[src/rtl/latch_monitor.sv]
// latch_monitor
// Watches the q/qbar outputs of an asynchronous latch from a clocked domain.
// Both inputs are synchronized, checked for complementarity, and tracked by a
// small FSM that reports edges as one-cycle pulses and keeps saturating
// counts. A sustained q == qbar condition latches a sticky error.
//
// Ports
//   clk        : single clock, rising edge
//   rst_n      : asynchronous active-low reset
//   q_in       : latch q output (asynchronous)
//   qbar_in    : latch qbar output (asynchronous)
//   clr        : synchronous clear of counters, error, pulses and FSM
//   q_sync     : synchronized q
//   rise_pulse : one cycle after a synchronized q rising edge
//   fall_pulse : one cycle after a synchronized q falling edge
//   rise_cnt   : saturating rising-edge count
//   fall_cnt   : saturating falling-edge count
//   err_flag   : sticky complementarity error
//   state      : 00 UNKNOWN, 01 LOW, 10 HIGH, 11 ERR
module latch_monitor #(
    parameter int CNT_W       = 8,
    parameter int SYNC_STAGES = 2,
    parameter int ERR_LEN     = 2
) (
    input  logic             clk,
    input  logic             rst_n,
    input  logic             q_in,
    input  logic             qbar_in,
    input  logic             clr,
    output logic             q_sync,
    output logic             rise_pulse,
    output logic             fall_pulse,
    output logic [CNT_W-1:0] rise_cnt,
    output logic [CNT_W-1:0] fall_cnt,
    output logic             err_flag,
    output logic [1:0]       state
);

    localparam logic [1:0] ST_UNKNOWN = 2'b00;
    localparam logic [1:0] ST_LOW     = 2'b01;
    localparam logic [1:0] ST_HIGH    = 2'b10;
    localparam logic [1:0] ST_ERR     = 2'b11;

    localparam logic [CNT_W-1:0] CNT_MAX = '1;
    localparam logic [3:0]       ERR_THR = 4'(ERR_LEN);

    logic [SYNC_STAGES-1:0] q_chain;
    logic [SYNC_STAGES-1:0] qb_chain;
    // Fills with ones after reset; the top bit marks the point where the
    // synchronizer outputs carry real samples rather than reset zeros.
    // Without it the all-zero chains would look like q == qbar and could
    // trip the error right after reset.
    logic [SYNC_STAGES-1:0] primed;

    logic [3:0] inv_cnt;
    logic [3:0] inv_cnt_inc;
    logic [3:0] inv_nxt;

    logic qs;
    logic qbs;
    logic sample_ok;
    logic valid;
    logic err_hit;

    logic [1:0]       state_nxt;
    logic             rise_nxt;
    logic             fall_nxt;
    logic [CNT_W-1:0] rise_cnt_nxt;
    logic [CNT_W-1:0] fall_cnt_nxt;
    logic             err_nxt;

    assign qs        = q_chain[SYNC_STAGES-1];
    assign qbs       = qb_chain[SYNC_STAGES-1];
    assign q_sync    = qs;
    assign sample_ok = primed[SYNC_STAGES-1];
    assign valid     = qs ^ qbs;

    // Synchronizers are not touched by clr: they only carry the inputs.
    always_ff @(posedge clk or negedge rst_n) begin
        if (!rst_n) begin
            q_chain  <= '0;
            qb_chain <= '0;
            primed   <= '0;
        end else begin
            q_chain  <= {q_chain[SYNC_STAGES-2:0], q_in};
            qb_chain <= {qb_chain[SYNC_STAGES-2:0], qbar_in};
            primed   <= {primed[SYNC_STAGES-2:0], 1'b1};
        end
    end

    // Consecutive-invalid counter; saturates at 15 so it never wraps back
    // below the threshold during a long bad stretch.
    always_comb begin
        inv_cnt_inc = (inv_cnt == 4'hF) ? 4'hF : inv_cnt + 4'd1;
        if (!sample_ok || valid) begin
            inv_nxt = 4'd0;
        end else begin
            inv_nxt = inv_cnt_inc;
        end
    end

    // The error fires on the edge that processes the ERR_LEN-th consecutive
    // invalid sample.
    assign err_hit = sample_ok && !valid && (inv_nxt >= ERR_THR) && (state != ST_ERR);

    always_comb begin
        state_nxt    = state;
        rise_nxt     = 1'b0;
        fall_nxt     = 1'b0;
        rise_cnt_nxt = rise_cnt;
        fall_cnt_nxt = fall_cnt;
        err_nxt      = err_flag;
        if (clr) begin
            state_nxt    = ST_UNKNOWN;
            rise_cnt_nxt = '0;
            fall_cnt_nxt = '0;
            err_nxt      = 1'b0;
        end else if (err_hit) begin
            state_nxt = ST_ERR;
            err_nxt   = 1'b1;
        end else if (sample_ok && valid) begin
            case (state)
                ST_UNKNOWN: state_nxt = qs ? ST_HIGH : ST_LOW;
                ST_LOW: begin
                    if (qs) begin
                        state_nxt    = ST_HIGH;
                        rise_nxt     = 1'b1;
                        rise_cnt_nxt = (rise_cnt == CNT_MAX) ? CNT_MAX : rise_cnt + 1'b1;
                    end
                end
                ST_HIGH: begin
                    if (!qs) begin
                        state_nxt    = ST_LOW;
                        fall_nxt     = 1'b1;
                        fall_cnt_nxt = (fall_cnt == CNT_MAX) ? CNT_MAX : fall_cnt + 1'b1;
                    end
                end
                default: state_nxt = state;
            endcase
        end
    end

    always_ff @(posedge clk or negedge rst_n) begin
        if (!rst_n) begin
            state      <= ST_UNKNOWN;
            rise_pulse <= 1'b0;
            fall_pulse <= 1'b0;
            rise_cnt   <= '0;
            fall_cnt   <= '0;
            err_flag   <= 1'b0;
            inv_cnt    <= 4'd0;
        end else begin
            state      <= state_nxt;
            rise_pulse <= rise_nxt;
            fall_pulse <= fall_nxt;
            rise_cnt   <= rise_cnt_nxt;
            fall_cnt   <= fall_cnt_nxt;
            err_flag   <= err_nxt;
            inv_cnt    <= clr ? 4'd0 : inv_nxt;
        end
    end

endmodule

[config.mk]
export PLATFORM = sky130hd
export DESIGN_NAME = latch_monitor
export DESIGN_NICKNAME = d
export VERILOG_FILES = /design/src/rtl/latch_monitor.sv
export SDC_FILE = /design/constraint.sdc
export NUM_CORES = 1
export LEC_CHECK = 0
export BUFFER_PORTS_ARGS = -buffer_cell sky130_fd_sc_hd__clkbuf_2
export CAP_MARGIN = 0
export CORE_MARGIN = 10
export CORE_UTILIZATION = 59
export DETAILED_ROUTE_END_ITERATION = 8
export GPL_TIMING_DRIVEN = 0
export HOLD_SLACK_MARGIN = 0.06
export PLACE_DENSITY = 0.83
export RECOVER_POWER = 50
export SLEW_MARGIN = 20
export SYNTH_ARGS = -nofsm -noshare
export SYNTH_HDL_FRONTEND = slang
export SYNTH_SLANG_ARGS = --single-unit
[constraint.sdc]
create_clock -name clk -period 4.35 [get_ports clk]
set_clock_uncertainty 0.05 [all_clocks]
set_input_delay 0.2175 -clock clk [delete_from_list [all_inputs] [get_ports clk]]
set_output_delay 0.2175 -clock clk [all_outputs]
set_load 0.05 [all_outputs]
==> results of run 1 <==
power by group through the flow:
stage	Sequential [mW]	Clock [mW]	Combinational, mW
6_report	0.303	0.193	0.0809
3_5_place_dp	0.309	0	0.0790
3_3_place_gp	0.308	0	0.0765
5_1_grt	0.304	0.208	0.0897
4_1_cts	0.303	0.196	0.0820
2_1_floorplan	0.323	0	0.0416
worst min path at each step:
stage           from              endpoint  slack [ns]  depth (start not counted)
2_1_floorplan  rst_n  err_flag$_DFFE_PN0P_       -0.13                          0
3_3_place_gp   rst_n  inv_cnt[2]$_DFF_PN0_        0.26                          1
3_5_place_dp   rst_n  inv_cnt[2]$_DFF_PN0_        0.26                          1
4_1_cts          clr  state[0]$_DFFE_PN0P_        0.11                          3
5_1_grt          clr  state[0]$_DFFE_PN0P_        0.14                          3
6_report         clr  state[0]$_DFFE_PN0P_        0.12                          3
layout by cell type (no fill, tap or decap), types with 2 or more instances in the layout:
cell type | netlist | routed
sky130_fd_sc_hd__dfrtp_1 | 31 | 31
sky130_fd_sc_hd__nor2_1 | 21 | 21
sky130_fd_sc_hd__clkbuf_2 | 0 | 20
sky130_fd_sc_hd__a21oi_1 | 15 | 15
sky130_fd_sc_hd__nor3_1 | 11 | 11
sky130_fd_sc_hd__clkbuf_1 | 5 | 11
sky130_fd_sc_hd__nand2_1 | 8 | 8
sky130_fd_sc_hd__nand3_1 | 7 | 7
sky130_fd_sc_hd__ha_1 | 7 | 7
sky130_fd_sc_hd__inv_1 | 6 | 6
sky130_fd_sc_hd__a211oi_1 | 5 | 5
sky130_fd_sc_hd__clkbuf_4 | 0 | 5
sky130_fd_sc_hd__nor4bb_1 | 4 | 4
sky130_fd_sc_hd__a31o_1 | 3 | 3
sky130_fd_sc_hd__mux2i_1 | 3 | 3
sky130_fd_sc_hd__dlygate4sd3_1 | 0 | 3
sky130_fd_sc_hd__nand4b_1 | 2 | 2
sky130_fd_sc_hd__and3_1 | 2 | 2
sky130_fd_sc_hd__or3_1 | 2 | 2
sky130_fd_sc_hd__and4b_1 | 2 | 2
sky130_fd_sc_hd__a31oi_1 | 2 | 2
sky130_fd_sc_hd__nor4_1 | 2 | 2
sky130_fd_sc_hd__o21bai_1 | 2 | 2
sky130_fd_sc_hd__clkbuf_8 | 0 | 2
metal layers:
layer	routed length, um	global-route usage, %	up-vias
li1	-	-	655
met1	1480	16.0	633
met2	1550	21.3	32
met3	191	5.23	7
met4	52	5.38	0
met5	0	0	-
worst max-delay path, cell delays in order, from the launching register on:
cell and delay [ns]:
sky130_fd_sc_hd__dfrtp_1 0.44, sky130_fd_sc_hd__inv_1 0.10, sky130_fd_sc_hd__ha_1 0.26, sky130_fd_sc_hd__nand4b_1 0.27, sky130_fd_sc_hd__nor4_1 0.39, sky130_fd_sc_hd__mux2i_1 0.25
sky130_fd_sc_hd__nor2_1 0.06
kinds of logic after synthesis:
family | Yosys count
adders and majority gates | 7
xor gates and xnor gates | 1
muxes | 3
AOI/OAI and AO/OA | 34
buffers and inverters | 13
DFF | 31
other | 1
and+or+nand+nor | 70
state kept, by name (all words and copies together), names as in the netlist:
register,count
q_chain,2
rise_pulse,1
primed,2
qb_chain,2
state,2
fall_cnt,8
err_flag,1
fall_pulse,1
rise_cnt,8
inv_cnt,4
synthesized netlist by cell type, drive strengths merged:
cell type / instances / area, um^2
dfrtp: 31 / 776
nor2: 21 / 78.8
a21oi: 15 / 75.1
nor3: 11 / 55.1
nand2: 8 / 30.0
ha: 7 / 87.6
nand3: 7 / 35.0
inv: 6 / 22.5
a211oi: 5 / 37.5
clkbuf: 5 / 18.8
nor4bb: 4 / 40.0
a31o: 3 / 26.3
mux2i: 3 / 30.0
a31oi: 2 / 12.5
and3: 2 / 12.5
and4b: 2 / 20.0
buf: 2 / 16.3
nand4b: 2 / 17.5
nor4: 2 / 12.5
o21bai: 2 / 15.0
or2: 2 / 12.5
or3: 2 / 12.5
or4: 2 / 18.8
a211o: 1 / 8.76
a311oi: 1 / 8.76
a41o: 1 / 10.0
and2: 1 / 6.26
and4: 1 / 8.76
conb: 1 / 3.75
nand2b: 1 / 6.26
nand4: 1 / 6.26
nor2b: 1 / 6.26
o2111a: 1 / 11.3
o21ai: 1 / 5.00
o22ai: 1 / 6.26
o31ai: 1 / 7.51
xnor2: 1 / 8.76
stage by stage:
stage	setup WS, ns	hold WS [ns]	util, %
after CTS	2.39	0.112	73.5
after floorplan	2.22	-0.128	-
after detailed placement	2.40	0.259	69.4
after global routing	2.19	0.139	73.2
after global placement	2.48	0.264	69.4
final	2.41	0.122	73.2
area by class of cell:
class                      instances  area [um^2]
sequential                        31          776
timing repair buffer              29          153
clock inverter                     1         7.51
multi-input combinational        116          733
inverter                           6         22.5
fill                             200          671
buffer                             7         35.0
tap                               30         37.5
clock buffer                       7         65.1
==> flow_summary.yaml, run 1 <==
floorplanning:
  dieHeight_um: 71.5
  core-area_mm2: 0.00250
  top_level_ports: 27
  floorplan.initialDensity_pct: 62.7
  floorplan.die_area_mm2: 0.00512
  die_w_um: 71.5
  std_cell_rows: 18
detailed_routing:
  detail-route-antenna-nets: 0
  drt-pass1-iter-count: 4
  first_iter_violations: 105
  drc_errors: 0
  post_drt_wl_per_cell_um: 14.4
  num_vias: 1327
  wl_mm: 3.28
  vias_per_cell: 5.85
setup_path:
  critPathArrivalTime_ns: 2.10
  worstPathRequired_ns: 4.50
  cp-start-kind: "flip-flop"
  worstSetupEndpointType: "flip-flop"
  setup.worst_path.start: "state[1]$_DFFE_PN0P_"
  crit_fanout: 6
  regToRegEndpoint: "rise_cnt[7]$_DFFE_PN0P_"
  reg2reg_from: "state[1]$_DFFE_PN0P_"
  criticalPathCategory: "reg -> reg"
  rrSetupSlack_ns: 2.41
  crit_path_capture: "rise_cnt[7]$_DFFE_PN0P_"
  r2r_cells: 6
power_and_ir_drop:
  part_of_the_power_in_registers_pct: 52.6
  internal-power_uw: 419
  power_frac_clock_pct: 33.4
  p_leak_nw: 0.820
  design_power_total_uw: 576
  peakVddDrop_mv: 0.272
  net-switching-power_uw: 158
  share_comb_of_total_power_pct: 14.0
  power_per_cell_area_mw_per_mm2: 315
  p_sw_share_pct: 27.3
logic_synthesis:
  synth-seq-area-share_pct: 49.5
  synthesized_area_fraction_occupied_by_ao_oa_aoi_and_oai_cells_pct: 14.3
  synthSimpleGateAreaFrac_pct: 24.2
  yosys.area_share.adder_pct: 5.59
  muxShareOfSynthArea_pct: 1.92
  synthesis.instances: 160
  combinational_family_with_the_most_area_after_synthesis: "simple AND/OR/NAND/NOR gates"
  syn-num-nets: 172
  synthesis.area_per_instance_um2: 9.79
  yosysWarnings: 0
  syn-cell-area_mm2: 0.00157
  number_of_distinct_library_cells_after_synthesis: 40
  yosys.area_share.xor_xnor_pct: 0.559
  ys_seq_elements: 31
cts:
  clockRootBuffer: "sky130_fd_sc_hd__clkbuf_4"
  hold_buffers: 3
  buffers_from_clock_root_to_sink_at_most: 2
  cts_max_level: 2
  cts_num_sinks: 31
  clock_insertion_delay_worst_skew_ns: 0.33
  cts-buffers-inserted: 5
  post_cts_resized: 0
  clkTransAtPathRegs_ns: 0.10
  post_cts_repair_setup_buffers: 0
  tritoncts_clock_tree: "built"
sta:
  grt_setup_unrepaired: "no"
  fmax_mhz: 514
  final_min_period_over_clock_period_pct: 44.7
  tightestPinTransition_ns: 1.59
  final_number_of_max_transition_violations: 32
  setup_total_negative_slack_ns: 0
  final-hold-violation-count: 0
  relSlewSlack_pct: -6.25
  period_needed_ns: 1.94
  final-setup-viol-count: 0
layout:
  layout.cells.non_filler: 227
  finished_layout_cell_area_mm2: 0.00183
  share_of_cells_above_drive_strength_1_pct: 16.2
  num-nets-final: 208
  antenna-diode-count: 0
  synthToLayoutAreaGrowth_pct: 16.8
min_path:
  holdCritPathClass: "in -> reg"
global_routing:
  grt_max_degree: 32
  grt_pass1_vias: 1263
  antenna_found_initial: 0
  grt_overflow: 0
  wire_length_of_the_first_global_routing_pass_mm: 5.71
  grt_util_all_layers_pct: 13.5
placement:
  cell_count_post_placement: 216
  detailedPlacementHpwl_mm: 2.39
  finalWeightedCongestion: 0.827
  place.port_buffers: 26
  placed_area_mm2: 0.00173
run:
  drv.max_cap_violation_count: 1
status:
  outcome: "finished, violations left"
  violations: "max-capacitance violations, max-slew violations"
No activity file was read; power rests on OpenSTA's default activity.
==> run 2, diff against run 1 <==
- ABC_AREA: not set -> 1
- CORE_UTILIZATION: 59 -> 55
- PLACE_DENSITY: 0.83 -> 0.78
- clock period: 4.35 -> 1.9 ns (I/O delays scaled with it)
==> flow_summary.yaml, run 2 <==
cts:
  tritoncts_clock_tree: "built"
  cts_max_level: 2
  hold_buffers: 4
  post_cts_resized: 0
  buffers_from_clock_root_to_sink_at_most: 2
  cts-buffers-inserted: 5
  clkTransAtPathRegs_ns: 0.09
  clockRootBuffer: "sky130_fd_sc_hd__clkbuf_4"
  cts_num_sinks: 31
  post_cts_repair_setup_buffers: 0
  clock_insertion_delay_worst_skew_ns: 0.32
logic_synthesis:
  synthArstFlopShare_pct: 100
  netlist_top_cells_area: "sky130_fd_sc_hd__dfrtp_1 48%, sky130_fd_sc_hd__nand2_1 9.8%, sky130_fd_sc_hd__nand3_1 7.2%"
  count_of_flip_flops_with_a_built_in_enable_after_synthesis: 0
  ys_seq_elements: 31
  post_synth_most_frequent_cells: "42 x sky130_fd_sc_hd__nand2_1, 31 x sky130_fd_sc_hd__dfrtp_1, 27 x sky130_fd_sc_hd__inv_1"
  number_of_distinct_library_cells_after_synthesis: 21
  synth-seq-area-share_pct: 48.4
  synthesis.area_per_instance_um2: 8.09
  synth_top_area_share_pct: 48.4
  synthesis.instances: 198
  yosys.cell_count.top_type: "sky130_fd_sc_hd__nand2_1"
  syn-cell-area_mm2: 0.00160
  synth_flop_cell: "sky130_fd_sc_hd__dfrtp_1"
  syn-num-nets: 210
  cell_taking_the_most_area_after_synthesis: "sky130_fd_sc_hd__dfrtp_1"
  yosysWarnings: 0
sta:
  fin_ws_ns: 0.346
  final-hold-violation-count: 0
  fmax_mhz: 644
  final_number_of_max_transition_violations: 0
  final-setup-viol-count: 0
  setup_total_negative_slack_ns: 0
  tightestPinTransition_ns: 0.744
  final_min_period_over_clock_period_pct: 81.8
  timing.hold.ws_ns: 0.308
  grt_setup_unrepaired: "no"
  period_needed_ns: 1.55
  relSlewSlack_pct: 50.4
power_and_ir_drop:
  design_power_total_mw: 1.41
  power_per_cell_area_mw_per_mm2: 751
  peakVddDrop_mv: 0.665
  p_leak_nw: 0.974
detailed_routing:
  wl_mm: 3.21
  num_vias: 1379
  post_drt_wl_per_cell_um: 12.0
  drc_errors: 0
  drt-pass1-iter-count: 4
  detail-route-antenna-nets: 0
  vias_per_cell: 5.16
  first_iter_violations: 103
layout:
  most_frequent_standard_cell_in_the_layout_excluding_fill_and_tap_cells: "sky130_fd_sc_hd__nand2_1"
  synthToLayoutAreaGrowth_pct: 17.0
  layout_common_cells: "42 x sky130_fd_sc_hd__nand2_1, 31 x sky130_fd_sc_hd__dfrtp_1, 27 x sky130_fd_sc_hd__inv_1"
  antenna-diode-count: 0
  largest_registers: "fall_cnt (8), rise_cnt (8), inv_cnt (4)"
  share_of_cells_above_drive_strength_1_pct: 19.1
  num-nets-final: 247
global_routing:
  wire_length_of_the_first_global_routing_pass_mm: 5.65
  grt_util_all_layers_pct: 12.8
  global_route.usage.met1_pct: 15.3
  grt_overflow: 0
  grt_util_met3_pct: 5.19
  top_usage_layer: "met2"
  antenna_found_initial: 0
  grt_max_degree: 32
  gr-usage-met2_pct: 20.5
  grt_pass1_vias: 1334
floorplanning:
  top_level_ports: 27
  floorplan.die_area_mm2: 0.00547
  floorplan.initialDensity_pct: 57.6
  die_w_um: 74.0
  core-area_mm2: 0.00278
  dieHeight_um: 74.0
  std_cell_rows: 19
placement:
  place.port_buffers: 26
  finalWeightedCongestion: 0.827
  detailedPlacementHpwl_mm: 2.39
  pre_cts_ws_ns: 0.362
status:
  outcome: "finished, final reports clean"
min_path:
  holdCritPathClass: "in -> async"
setup_path:
  crit_fanout: 7
  critPathArrivalTime_ns: 1.76
  r2r_cells: 6
  worstSetupEndpointType: "flip-flop"
  worstPathRequired_ns: 2.10
  criticalPathCategory: "reg -> reg"
  cp-start-kind: "flip-flop"
run:
  drv.max_cap_violation_count: 0
[run 2: cell count changes after synthesis, sizes merged, moves of 3 or more]
cell,delta
nor2,-3
a21oi,-9
o21ai,+24
mux2i,-3
nor3,-11
a31o,-3
inv,+26
nand3,+18
nand2,+37
nor4bb,-4
nand4,+3
clkbuf,-5
a211oi,-5
[run 2: final timing paths]
| path | to | startpoint | slack, ns |
|---|---|---|---|
| worst max-delay path | rise_cnt[2]$_DFFE_PN0P_ | state[1]$_DFFE_PN0P_ | 0.35 |
| worst min-delay path | rise_cnt[3]$_DFFE_PN0P_ | rst_n | 0.31 |
| worst max register to register | rise_cnt[2]$_DFFE_PN0P_ | state[1]$_DFFE_PN0P_ | 0.35 |
| worst min register to register | q_chain[1]$_DFF_PN0_ | q_chain[0]$_DFF_PN0_ | 0.31 |
| max in group asynchronous | q_chain[0]$_DFF_PN0_ | rst_n | 1.01 |
| min in group clk | q_chain[1]$_DFF_PN0_ | q_chain[0]$_DFF_PN0_ | 0.31 |
[run 2: layout make-up]
class,count,area (um^2)
Tap cell,31,38.8
Fill cell,245,908
Sequential cell,31,776
Inverter,32,120
Clock buffer,8,68.8
Timing Repair Buffer,30,164
Multi-Input combinational cell,135,706
[run 2: power breakdown]
part / internal (mW) / switching, mW
sequential: 0.683 / 0.0274
clock: 0.218 / 0.209
combinational: 0.0811 / 0.188
[run 2: per-layer routing]
metal	share of wire, %	up-vias
met4	1.1	0
met3	6.3	5
met2	47	30
met5	0	-
li1	-	716
met1	46	628
[run 2: critical path, stage by stage (launching register included)]
cell and delay, ns:
sky130_fd_sc_hd__dfrtp_1 0.44, sky130_fd_sc_hd__inv_1 0.10, sky130_fd_sc_hd__ha_1 0.24, sky130_fd_sc_hd__nand4_2 0.22, sky130_fd_sc_hd__nor2_4 0.23, sky130_fd_sc_hd__inv_2 0.07, sky130_fd_sc_hd__o21ai_1 0.15
[run 2: kinds of logic after synthesis]
family                     synth area share (%)
AOI/OAI and AO/OA                          10.9
adders and majority gates                  5.47
buffers and inverters                      7.50
DFF                                        48.4
other                                     0.234
and+or+nand+nor                            27.4
[run 2: stage by stage]
stage	instance area, um^2	std cells	utilization (%)
floorplan	1600	198	-
global placement	1770	255	63.7
detailed placement	1770	255	63.7
CTS	1880	267	67.6
global route	1870	267	67.3
finish	1870	267	67.3
